File: config.mk
export PLATFORM = sky130hd
export DESIGN_NAME = memory_stage
export DESIGN_NICKNAME = d
export VERILOG_FILES = /design/src/rtl/memory_stage.sv
export SDC_FILE = /design/constraint.sdc
export NUM_CORES = 1
export LEC_CHECK = 0
export CORE_AREA = 8 8 232 234
export DETAILED_ROUTE_END_ITERATION = 12
export DIE_AREA = 0 0 240 242
export DONT_BUFFER_PORTS = 1
export GPL_ROUTABILITY_DRIVEN = 0
export GPL_TIMING_DRIVEN = 0
export PLACE_DENSITY = 0.42
export SYNTH_ARGS = -nofsm -noshare
export SYNTH_HDL_FRONTEND = slang
export SYNTH_SLANG_ARGS = --single-unit
File: constraint.sdc
create_clock -name clk -period 4.5 [get_ports clk]
set_clock_uncertainty 0.2 [all_clocks]
set_input_delay 1.125 -clock clk [delete_from_list [all_inputs] [get_ports clk]]
set_output_delay 1.125 -clock clk [all_outputs]
set_load 0.02 [all_outputs]
File: src/rtl/memory_stage.sv
// MEM pipeline stage: issues the data-bus request, waits on the two-phase
// handshake, formats load data and registers the result into MEM/WB.
module memory_stage #(
  parameter int XLEN   = 64,
  parameter int REGIDX = 5
) (
  input  logic              clk,
  input  logic              resetn,
  input  logic              e_valid,
  input  logic              e_regwrite,
  input  logic              e_memtoreg,
  input  logic              e_memread,
  input  logic              e_memwrite,
  input  logic [XLEN-1:0]   e_aluout,
  input  logic [XLEN-1:0]   e_writedata,
  input  logic [2:0]        e_funct3,
  input  logic [XLEN-1:0]   e_pc,
  input  logic [REGIDX-1:0] e_dst,
  output logic              dreq_valid,
  output logic [XLEN-1:0]   dreq_addr,
  output logic [2:0]        dreq_size,
  output logic [7:0]        dreq_strobe,
  output logic [XLEN-1:0]   dreq_data,
  input  logic              dresp_addr_ok,
  input  logic              dresp_data_ok,
  input  logic [XLEN-1:0]   dresp_data,
  output logic              stallM,
  output logic [XLEN-1:0]   memdata,
  output logic              w_valid,
  output logic              w_regwrite,
  output logic [REGIDX-1:0] w_dst,
  output logic [XLEN-1:0]   w_result,
  output logic [XLEN-1:0]   w_pc,
  output logic              w_misalign
);

  typedef enum logic [1:0] {IDLE, ADDR, DATA} state_t;

  state_t          stateReg, stateNext;
  logic [2:0]      byteOff;
  logic [1:0]      accSize;
  logic            isMemAccess;
  logic            misalign;
  logic            memop;
  logic            ackBoth;
  logic            reqValid;
  logic            complete;
  logic            stall;
  logic [7:0]      sizeMask;
  logic [7:0]      laneStrobe;
  logic [XLEN-1:0] loadShifted;
  logic [XLEN-1:0] loadFmt;
  logic [XLEN-1:0] lastLoadReg;

  assign byteOff     = e_aluout[2:0];
  assign accSize     = e_funct3[1:0];
  assign isMemAccess = e_valid & (e_memread | e_memwrite);
  assign ackBoth     = dresp_addr_ok & dresp_data_ok;

  always_comb begin
    misalign = 1'b0;
    case (accSize)
      2'd1:    misalign = isMemAccess & byteOff[0];
      2'd2:    misalign = isMemAccess & (byteOff[1:0] != 2'b00);
      2'd3:    misalign = isMemAccess & (byteOff != 3'b000);
      default: misalign = 1'b0;
    endcase
  end

  assign memop = isMemAccess & ~misalign;

  always_ff @(posedge clk or negedge resetn) begin
    if (!resetn) stateReg <= IDLE;
    else         stateReg <= stateNext;
  end

  always_comb begin
    stateNext = stateReg;
    reqValid  = 1'b0;
    complete  = 1'b0;
    case (stateReg)
      IDLE: begin
        if (memop) begin
          reqValid = 1'b1;
          if (ackBoth)            complete  = 1'b1;
          else if (dresp_addr_ok) stateNext = DATA;
          else                    stateNext = ADDR;
        end
      end
      ADDR: begin
        reqValid = 1'b1;
        if (ackBoth) begin
          complete  = 1'b1;
          stateNext = IDLE;
        end else if (dresp_addr_ok) begin
          stateNext = DATA;
        end
      end
      DATA: begin
        if (dresp_data_ok) begin
          complete  = 1'b1;
          stateNext = IDLE;
        end
      end
      default: stateNext = IDLE;
    endcase
    stall = ((stateReg != IDLE) | memop) & ~complete;
  end

  // Gated by resetn so both read 0 for the whole time reset is asserted.
  assign dreq_valid = reqValid & resetn;
  assign stallM     = stall & resetn;

  always_comb begin
    sizeMask = 8'h01;
    case (accSize)
      2'd0:    sizeMask = 8'h01;
      2'd1:    sizeMask = 8'h03;
      2'd2:    sizeMask = 8'h0F;
      default: sizeMask = 8'hFF;
    endcase
  end

  assign laneStrobe  = sizeMask << byteOff;
  assign dreq_addr   = e_aluout;
  assign dreq_size   = {1'b0, accSize};
  assign dreq_strobe = e_memwrite ? laneStrobe : 8'h00;
  assign dreq_data   = e_writedata << {byteOff, 3'b000};

  assign loadShifted = dresp_data >> {byteOff, 3'b000};

  always_comb begin
    loadFmt = loadShifted;
    case (accSize)
      2'd0: loadFmt = {{(XLEN-8){~e_funct3[2] & loadShifted[7]}}, loadShifted[7:0]};
      2'd1: loadFmt = {{(XLEN-16){~e_funct3[2] & loadShifted[15]}}, loadShifted[15:0]};
      2'd2: loadFmt = {{(XLEN-32){~e_funct3[2] & loadShifted[31]}}, loadShifted[31:0]};
      default: loadFmt = loadShifted;
    endcase
  end

  // Outside the completion cycle the forwarding path replays the last load.
  assign memdata = (complete & e_memread) ? loadFmt : lastLoadReg;

  always_ff @(posedge clk or negedge resetn) begin
    if (!resetn)                  lastLoadReg <= '0;
    else if (complete & e_memread) lastLoadReg <= loadFmt;
  end

  always_ff @(posedge clk or negedge resetn) begin
    if (!resetn) begin
      w_valid    <= 1'b0;
      w_regwrite <= 1'b0;
      w_dst      <= '0;
      w_result   <= '0;
      w_pc       <= '0;
      w_misalign <= 1'b0;
    end else if (!stall) begin
      w_valid    <= e_valid;
      w_regwrite <= e_regwrite & ~misalign;
      w_dst      <= e_dst;
      w_result   <= e_memtoreg ? memdata : e_aluout;
      w_pc       <= e_pc;
      w_misalign <= misalign;
    end else begin
      w_valid    <= 1'b0;
    end
  end

endmodule

==> impl_metrics.csv <==
group,metric,value,unit
status,status,"finished, violations left",
status,violations_in_the_final_reports,"negative setup slack",
cells_and_area,regArea,5055,µm²
sta,grt_setup_unrepaired,"yes",
logic_synthesis,synth_enable_flop_cells,0,
worst_setup_path,cp_data_required_time,3170,ps
worst_setup_path,critPathLaunch,"e_aluout[0]",
clock_network,ctsRootBufferMaster,"sky130_fd_sc_hd__clkbuf_16",
worst_setup_path,worst-path-max-fanout,10,
drt,drc_errors,0,
sta,final-setup-viol-count,1,
logic_synthesis,synth-compound-area-share,0.1705,
logic_synthesis,netlist_area,12360,µm²
power_and_ir_drop,irDropWorstVdd,298.4,µV
sta,hold_violations,0,
drt,wirelength,70300,µm
logic_synthesis,synth_cells,1456,
power_and_ir_drop,power.density_cell_area,501.4,nW/µm²
global_routing,antenna_found_initial,1,
cells_and_area,num-fill-cells,5406,
logic_synthesis,synth.ff_latch_count,202,
floorplan,initial_core_util,0.2448,
logic_synthesis,ys_dominant_reg_cell,"sky130_fd_sc_hd__dfrtp_1",
worst_setup_path,critical-path-slowest-cell,"sky130_fd_sc_hd__mux2i_1",
global_routing,grt_use_total,0.2285,
worst_setup_path,top_cell_by_count_worst_path,"sky130_fd_sc_hd__mux2_2",
worst_setup_path,worstReg2RegStart,"stateReg[1]$_DFFE_PN0P_",
cells_and_area,nets,1765,
global_routing,grt_overflow,0,
logic_synthesis,yosys_warnings,0,
power_and_ir_drop,power_leakage,6.483,nW
logic_synthesis,synth_area_per_cell,8.486,µm²
clock_network,cts_max_level,1,
placed_design,place_worst_setup_slack,-1141,ps
logic_synthesis,dominant_combinational_cell_family_by_area_after_synthesis,"simple AND/OR/NAND/NOR gates",
logic_synthesis,synth_fp_nets,1729,
drt,detail_route.iter0.violations,748,
drt,firstDrtPassIters,5,
placed_design,post-dp-hpwl,56480,µm
logic_synthesis,yosys.area_share.adder,0,
clock_network,clock_tree.buffer_depth,3,
logic_synthesis,synth_largest_type_area_fraction,0.4091,
clock_network,cts_num_sinks,202,
logic_synthesis,synthTopCellsByArea,"sky130_fd_sc_hd__dfrtp_1 (41%), sky130_fd_sc_hd__nand2_1 (9.3%), sky130_fd_sc_hd__mux2i_1 (8.7%)",
worst_setup_path,worst_path_largest_cell_delay,550,ps
cells_and_area,mostFrequentLayoutCells,"sky130_fd_sc_hd__nand2_1 (306), sky130_fd_sc_hd__dfrtp_1 (202), sky130_fd_sc_hd__nor2_1 (166)",
floorplan,top_level_ports,614,
clock_network,cts_tree,"yes",
sta,layout_setup_ws,-8.964,ps
worst_setup_path,crit_path_start_kind,"input pin",
sta,actual_transition_at_the_worst_max_transition_pin,1072,ps
floorplan,core_area,50470,µm²
drt,ant_nets,0,
logic_synthesis,synthSimpleGateAreaFrac,0.2036,
sta,worst_hold_slack,57.91,ps
cells_and_area,multiInputGateArea,7127,µm²
worst_setup_path,worstSetupEndpointType,"output port",
floorplan,die_x,240,µm
global_routing,grt_pass1_vias,12030,
drt,route.vias.total,11590,
clock_network,cts_inserted_buffers,27,
drt,via_per_inst,5.287,
job,maxCapViolCount,0,
floorplan,total_die_area,58080,µm²
sta,fmax,0.2218,GHz
clock_network,cts.clk_slew.worst_paths,50,ps
worst_setup_path,critPathArrivalTime,3180,ps
global_routing,grt_max_degree,205,
logic_synthesis,synth_sequential_area_ratio,0.4091,
logic_synthesis,share_of_the_synthesized_netlist_area_taken_by_xor_and_xnor_gates,0,
sta,headroom_to_the_max_slew_limit,0.2856,
logic_synthesis,synth_mux_area_frac,0.1288,
floorplan,placement_rows,83,
cells_and_area,layout_commonest_cell,"sky130_fd_sc_hd__nand2_1",
logic_synthesis,synthArstFlopShare,1.000,
drt,route.detailed.wl_per_inst,32.07,µm
worst_hold_path,hold_class,"in2async",
sta,timing.final.max_slew_violations,0,
logic_synthesis,synth_top_cell_by_area,"sky130_fd_sc_hd__dfrtp_1",
worst_setup_path,critical_path_class,"in2out",
logic_synthesis,netlist-cell-type-count,53,
sta,timing.final.crit_share,1.002,
placed_design,numPortBuffers,0,
cells_and_area,area_growth,24.09,%
sta,final.min_clock_period,4509,ps
cells_and_area,drive_gt1_frac,0.2442,
clock_network,clock_insertion_delay_worst_skew,570,ps
worst_setup_path,crit_path_cell_trace,"buf_8 -> clkbuf_4 -> inv_2 -> buf_2 -> mux2i_1 -> mux2_2 -> mux2_2",
floorplan,die-height,242,µm
global_routing,grt_first_pass_wirelength,96890,µm
## synthesized netlist by cell type (18+ instances only)
library cell	count
sky130_fd_sc_hd__nand2_1	306
sky130_fd_sc_hd__dfrtp_1	202
sky130_fd_sc_hd__nor2_1	174
sky130_fd_sc_hd__mux2i_1	107
sky130_fd_sc_hd__a21oi_1	88
sky130_fd_sc_hd__buf_4	68
sky130_fd_sc_hd__clkbuf_1	54
sky130_fd_sc_hd__o21ai_0	54
sky130_fd_sc_hd__a31oi_1	45
sky130_fd_sc_hd__mux2_2	43
sky130_fd_sc_hd__nor3b_1	41
sky130_fd_sc_hd__buf_2	37
sky130_fd_sc_hd__a221o_1	24
sky130_fd_sc_hd__buf_1	23
sky130_fd_sc_hd__and2_1	18
sky130_fd_sc_hd__inv_1	18
## routing by layer
layer	part of all wire	track usage	wire length [µm]
met2	0.50	0.4087	35320
met4	0.024	0.05246	1700
met3	0.12	0.09384	8476
met1	0.35	0.2482	24800
met5	0	0	0
## repair_timing
item | in CTS | in global routing
hold buffers | 0 | 0
buffers inserted | 7 | 6
pin swaps | 3 | 8
setup endpoints to repair | 133 | 88
gates resized for setup | 193 | 60
## power by group
group	switching, mW	internal, mW	leakage [nW]
registers	0.636	2.30	2.40
logic	1.68	0.746	3.61
clock network	0.878	1.45	0.465
total	3.19	4.49	6.48
## final cells by class
type / instances / share of cell area
clock inverter: 8 / 0.01053
buffer: 178 / 0.07394
multi-input combinational: 1050 / 0.4648
sequential: 202 / 0.3297
timing repair buffer: 13 / 0.007426
antenna: 1 / 0.0001632
inverter: 20 / 0.006120
clock buffer: 40 / 0.05182
tap: 680 / 0.05549
## sequential cells by signal, summed over array words and instances (netlist names)
| name | flops |
|---|---|
| stateReg | 2 |
| lastLoadReg | 64 |
| w_result | 64 |
| w_regwrite | 1 |
| w_valid | 1 |
| w_dst | 5 |
| w_misalign | 1 |
| w_pc | 64 |
## final timing paths
check / endpoint / slack (ps) / cells past startpoint
setup / recovery: memdata[5] / -9 / 7
hold / removal: w_result[41]$_DFFE_PN0N_ / 60 / 0
setup reg to reg: w_pc[55]$_DFFE_PN0N_ / 980 / 8
hold reg to reg: w_result[12]$_DFFE_PN0N_ / 400 / 2
max in group asynchronous: w_dst[4]$_DFFE_PN0N_ / 3600 / 0
min in group clk: w_result[12]$_DFFE_PN0N_ / 400 / 2
## logic make-up (layout without fill, tap and decap cells)
group	count (synthesis)	count (layout)
other cells	1	2
mux	152	152
buf+inv	204	259
flops	202	202
simple gates	587	587
compound gates	310	310
## through the flow
| step | utilization | total power [mW] | setup TNS [ps] | area, µm² | cells |
|---|---|---|---|---|---|
| after global placement | 0.2618 | 5.101 | -76790 | 13210 | 2136 |
| after global routing | 0.3037 | 8.073 | -4.440 | 15330 | 2191 |
| after CTS | 0.2977 | 7.701 | -28.54 | 15020 | 2187 |
| after detailed placement | 0.2618 | 5.123 | -78090 | 13210 | 2136 |
| final | 0.3038 | 7.688 | -8.964 | 15330 | 2192 |
| after floorplan | - | 4.368 | 0 | 12360 | 1456 |
## worst max-delay path: cells and delay by family
| family | cells | cell delay, ps |
|---|---|---|
| mux | 3 | 1120 |
| buf+inv | 4 | 920 |
Note: power is estimated with default switching activity, not from simulation.
